## src/rtl/dclk_rx_pkg.sv

```systemverilog
// dclk_rx_pkg
//   Shared sizes and state encoding for the serial link receiver.
//   HDR_SZ, PL_SZ, ADDR_SZ : flit field sizes; FLIT_W is their sum.
//   CNT_W                  : width of the receive bit counter.
//   rx_state_e             : receiver state encoding (IDLE/RECV/HOLD).
package dclk_rx_pkg;

   localparam int HDR_SZ  = 2;
   localparam int PL_SZ   = 8;
   localparam int ADDR_SZ = 4;
   localparam int FLIT_W  = HDR_SZ + PL_SZ + ADDR_SZ;
   localparam int CNT_W   = $clog2(FLIT_W);

   typedef enum logic [1:0] {
      RX_IDLE = 2'd0,
      RX_RECV = 2'd1,
      RX_HOLD = 2'd2
   } rx_state_e;

endpackage

```

## src/rtl/dclk_rx_bit_sync.sv

```systemverilog
// dclk_rx_bit_sync
//   Two-flop synchroniser for a single asynchronous bit. Used on the
//   receiver's serial line and reusable for the transmitter's busy input.
//   clk   : destination clock
//   reset : synchronous, active-high; clears both flops
//   d     : asynchronous input
//   q     : synchronised output (second flop)
module dclk_rx_bit_sync (
   input  logic clk,
   input  logic reset,
   input  logic d,
   output logic q
);

   logic meta;

   always_ff @(posedge clk) begin
      if (reset) begin
         meta <= 1'b0;
         q    <= 1'b0;
      end else begin
         meta <= d;
         q    <= meta;
      end
   end

endmodule

```

## src/rtl/dclk_rx.sv

```systemverilog
// dclk_rx
//   Serial-to-parallel link receiver. Detects a start bit on serial_in,
//   shifts in one flit LSB first and offers it with a valid/ack handshake.
//   channel_busy back-pressures the transmitter while a frame is in flight
//   or a flit is held.
//
//   Build option: DCLK_RX_SYNC_EN -- when defined, serial_in goes through a
//   2-flop synchroniser (all sampling moves 2 cycles later). When undefined,
//   serial_in is sampled directly (transmitter must share clk).
//
//   Handshake: parallel_out is stable while valid is high; the flit is
//   consumed on a clock edge where valid and ack are both high. ack without
//   valid has no effect.
//
//   Ports
//   clk          : receiver clock
//   reset        : synchronous, active-high
//   serial_in    : link line, idle low; start bit, then FLIT_W bits LSB first
//   channel_busy : registered; high while receiving or holding a flit
//   parallel_out : received flit
//   valid        : flit available
//   ack          : consumer takes the flit
//   frame_err    : one-cycle pulse if the line is high right after the last bit
//   rx_state     : current receiver state, for observation
module dclk_rx
   import dclk_rx_pkg::*;
#(
   parameter string port = "unknown"
) (
   input  logic              clk,
   input  logic              reset,
   input  logic              serial_in,
   output logic              channel_busy,
   output logic [FLIT_W-1:0] parallel_out,
   output logic              valid,
   input  logic              ack,
   output logic              frame_err,
   output rx_state_e         rx_state
);

   localparam int W = FLIT_W;

   logic             s;
   rx_state_e        state, state_next;
   logic [CNT_W-1:0] cnt;
   logic [W-1:0]     shreg;
   logic [W-1:0]     shift_next;
   logic             first_hold;
   logic             start_hit;
   logic             last_bit;
   logic             take;

`ifdef DCLK_RX_SYNC_EN
   dclk_rx_bit_sync u_line_sync (
      .clk   (clk),
      .reset (reset),
      .d     (serial_in),
      .q     (s)
   );
`else
   assign s = serial_in;
`endif

   assign shift_next = {s, shreg[W-1:1]};
   assign rx_state   = state;

   always_ff @(posedge clk) begin
      if (reset) state <= RX_IDLE;
      else       state <= state_next;
   end

   always_comb begin
      state_next = state;
      start_hit  = 1'b0;
      last_bit   = 1'b0;
      take       = 1'b0;
      case (state)
         RX_IDLE: begin
            if (s) begin
               state_next = RX_RECV;
               start_hit  = 1'b1;
            end
         end
         RX_RECV: begin
            if (cnt == CNT_W'(W - 1)) begin
               state_next = RX_HOLD;
               last_bit   = 1'b1;
            end
         end
         RX_HOLD: begin
            // The line is not watched for a start here; the held flit must
            // be consumed before another frame may begin.
            if (ack && valid) begin
               state_next = RX_IDLE;
               take       = 1'b1;
            end
         end
         default: state_next = RX_IDLE;
      endcase
   end

   always_ff @(posedge clk) begin
      if (reset) begin
         cnt          <= '0;
         shreg        <= '0;
         parallel_out <= '0;
         valid        <= 1'b0;
         channel_busy <= 1'b0;
         frame_err    <= 1'b0;
         first_hold   <= 1'b0;
      end else begin
         // A well-formed frame leaves the line low after the last data bit;
         // only the first HOLD cycle is checked.
         frame_err <= (state == RX_HOLD) && first_hold && s;

         if (start_hit) begin
            cnt          <= '0;
            channel_busy <= 1'b1;
         end

         if (state == RX_RECV) begin
            shreg <= shift_next;
            if (last_bit) begin
               parallel_out <= shift_next;
               valid        <= 1'b1;
               first_hold   <= 1'b1;
            end else begin
               // Counter stops at W-1; it is cleared by the next start.
               cnt <= cnt + CNT_W'(1);
            end
         end

         if (state == RX_HOLD) begin
            first_hold <= 1'b0;
         end

         if (take) begin
            valid        <= 1'b0;
            channel_busy <= 1'b0;
         end
      end
   end

endmodule

```

## config.mk

```make
export PLATFORM = sky130hd
export DESIGN_NAME = dclk_rx
export DESIGN_NICKNAME = d
export VERILOG_FILES = /design/src/rtl/dclk_rx_pkg.sv /design/src/rtl/dclk_rx_bit_sync.sv /design/src/rtl/dclk_rx.sv
export SDC_FILE = /design/constraint.sdc
export NUM_CORES = 1
export LEC_CHECK = 0
export ABC_AREA = 1
export ABC_CLOCK_PERIOD_IN_PS = 3500
export CELL_PAD_IN_SITES_DETAIL_PLACEMENT = 1
export CELL_PAD_IN_SITES_GLOBAL_PLACEMENT = 1
export CORE_MARGIN = 4
export CORE_UTILIZATION = 36
export DETAILED_ROUTE_END_ITERATION = 10
export GPL_TIMING_DRIVEN = 0
export PLACE_DENSITY_LB_ADDON = 0.12
export SLEW_MARGIN = 20
export SYNTH_ARGS = -nofsm -noshare
export SYNTH_HDL_FRONTEND = slang
export SYNTH_SLANG_ARGS = --single-unit
```

## constraint.sdc

```tcl
create_clock -name clk -period 3.5 [get_ports clk]
set_input_delay 0.525 -clock clk [delete_from_list [all_inputs] [get_ports clk]]
set_output_delay 0.525 -clock clk [all_outputs]
set_load 0.01 [all_outputs]
```

==> summary.md <==
| Metric | Value |
|---|---|
| Status | `finished clean` |
| Min-delay worst type | `reg -> reg` |
| Post-CTS Setup Inserts | `0` |
| Setup CP Type | `reg -> out` |
| Share of cells above drive strength 1 | `approximately 15%` |
| Unrepaired setup endpoints after global routing | `false` |
| IO Port Bufs | `21` |
| Worst-path fanout max | `3` |
| Die height | `71.5 um` |
| Total Power | `around 0.85 mW` |
| Finished Core Util | `approximately 48%` |
| # clock sinks | `37` |
| Measured slew at the worst slew-check pin | `about 0.32 ns` |
| Syn-to-layout area delta | `25.6%` |
| Cts bufs inserted | `5` |
| Slew headroom | `78.9%` |
| Crit end category | `output pin` |
| Dominant cell type by area after synthesis | `dfxtp_1` |
| Antenna cells | `0` |
| Highest clock rate | `around 560 MHz` |
| DRT Wirelength | `3.41 mm` |
| Number of vias in the routed layout | `between 1000 and 1500` |
| CP required | `between 2 and 3 ns` |
| PD cells | `466 nW/um2` |
| Largest net degree at the start of global routing | `12` |
| Arr. time, crit path | `around 1.3 ns` |
| CP top delay family | `buffers and inverters` |
| Final #Nets | `roughly 220` |
| Clock Latency Late Sink | `0.28 ns` |
| CTS tree | `built` |
| DRC Markers | `0` |
| Commonest cells after routing, fill and taps aside | `nand2_1, dfxtp_1, nor2_1` |
| Final worst-path cycle share | `between 50% and 60%` |
| Dpl hpwl | `~2.6 mm` |
| Clock skew | `between 0.002 and 0.003 ns` |
| DR pass1 iterations | `4` |
| Clock-pin slew on the worst setup and hold paths | `approximately 0.070 ns` |
| Placed cells | `roughly 250` |
| CP peak stage delay | `0.57 ns` |
| Fillers | `between 400 and 500` |
| Post-synth top area share | `approximately half` |
| GPL Wtd Cong | `roughly 0.81` |
| First-pass GRT wire length | `5.82 mm` |
| Final hold vios | `0` |
| Leakage | `a little over 0.7 nW` |
| Clock tree buffer depth | `2` |
| Ports | `23` |
| Final setup violation count | `0` |
| Syn Nets | `188` |
| FP Rows | `22` |
| CP Launch Type | `flop` |
| CTS resizes | `0` |
| Synth Register Bits | `37` |
| Final setup TNS | `0 ns` |
| Top cells by area, synth | `dfxtp_1, nand2_1, nor2_1, a21oi_2, o21ai_0` |
| Mapped Area | `roughly 1500 um2` |
| Max cap viols | `0` |
| Die span in x | `71.5 um` |
| Sequential share of the synthesized area | `51.0%` |
| Commonest non-fill, non-tap cell in the layout | `nand2_1` |
| Initial antenna violation count | `0` |
| Peak VDD IR | `between 0.2 and 0.3 mV` |
| Grt ovf | `0` |
| Post-synthesis cell count | `182` |
| Setup ws final | `about 1.7 ns` |
| Vias in the first global route | `1251` |
| Setup WS pre-CTS | `between 1.5 and 2 ns` |
| Starting Density | `approximately 38%` |
| All-Layer GR Usage | `between 10% and 20%` |
| Mean post-synth cell area | `7.97 um2` |
| YS warnings | `0` |
| Crit path time final | `around 1.8 ns` |
| Die footprint | `~5100 um2` |
| Cts hold-fix bufs | `0` |
| First DRT Iteration DRCs | `42` |
| Crit path max-delay cell type | `clkdlybuf4s50_1` |
| Area of the core | `3770 um2` |
| Antenna violation net count after detailed routing | `0` |
| Hold_ws | `around 0.46 ns` |
| Max Slew Vio Count | `0` |
| Netlist cell types | `18` |
| Finished Layout Cells | `259` |
| Placed cell area | `1720 um2` |
| CTS root buf | `clkbuf_8` |
| Critical path buffers and inverters | `1` |
| H-tree depth | `2` |
| Crit-path cells | `clkdlybuf4s50_1` |
| Design area | `around 1800 um2` |
| Routed WL per cell | `13.1 um` |
| Via/cell ratio | `4.79` |
[area by class of cell]
cell class	instances	area [um2]	area share [%]
multi-input combinational	125	614	33.7
clock inverter	1	5.00	0.275
inverter	13	48.8	2.68
tap	48	60.1	3.29
clock buffer	7	96.3	5.28
buffer	7	47.5	2.61
timing repair buffer	21	210	11.5
sequential	37	741	40.6
[state kept, by name, summed over array words and instances, names as in the netlist]
register	flops
parallel_out	14
shreg	13
cnt	4
rx_state	2
channel_busy	1
first_hold	1
frame_err	1
valid	1
[power breakdown]
part           internal, mW  switching, mW  leakage (nW)  total [mW]
clock network         0.178          0.143        0.0542       0.321
registers             0.440         0.0164         0.301       0.456
logic                0.0265         0.0457         0.348      0.0722
[worst paths after layout]
kind	startpoint	endpoint	slack, ns	cells after the start
worst max-delay path	rx_state[1]	rx_state[1]	1.70	1
worst min-delay path	first_hold	frame_err	0.46	2
worst max register to register	cnt[1]	parallel_out[12]	2.08	8
worst min register to register	first_hold	frame_err	0.46	2
[Yosys cell counts]
cell,n
a21oi_1,9
nand2_2,3
o21ai_0,15
ha_1,2
nor4_1,1
nand2_1,44
buf_6,2
a21oi_2,9
buf_2,5
nor2_1,32
inv_2,2
nand4_1,2
nor2_4,2
nand3_1,4
o21a_1,1
dfxtp_1,37
nand3_4,1
inv_1,11
[per-layer routing]
layer / share of wire (%) / global-route usage [%]
met1: 45 / 17.6
met2: 48 / 24.6
met3: 5.0 / 4.35
met4: 1.4 / 5.01
met5: 0 / 0
[kinds of logic after synthesis]
| group | after synthesis | synth area share, % |
|---|---|---|
| flops | 37 | 51.0 |
| fa+ha+maj | 2 | 1.72 |
| compound gates | 34 | 14.2 |
| buf+inv | 20 | 6.64 |
| simple gates | 89 | 26.4 |
Note: power is estimated with default switching activity, not from simulation.
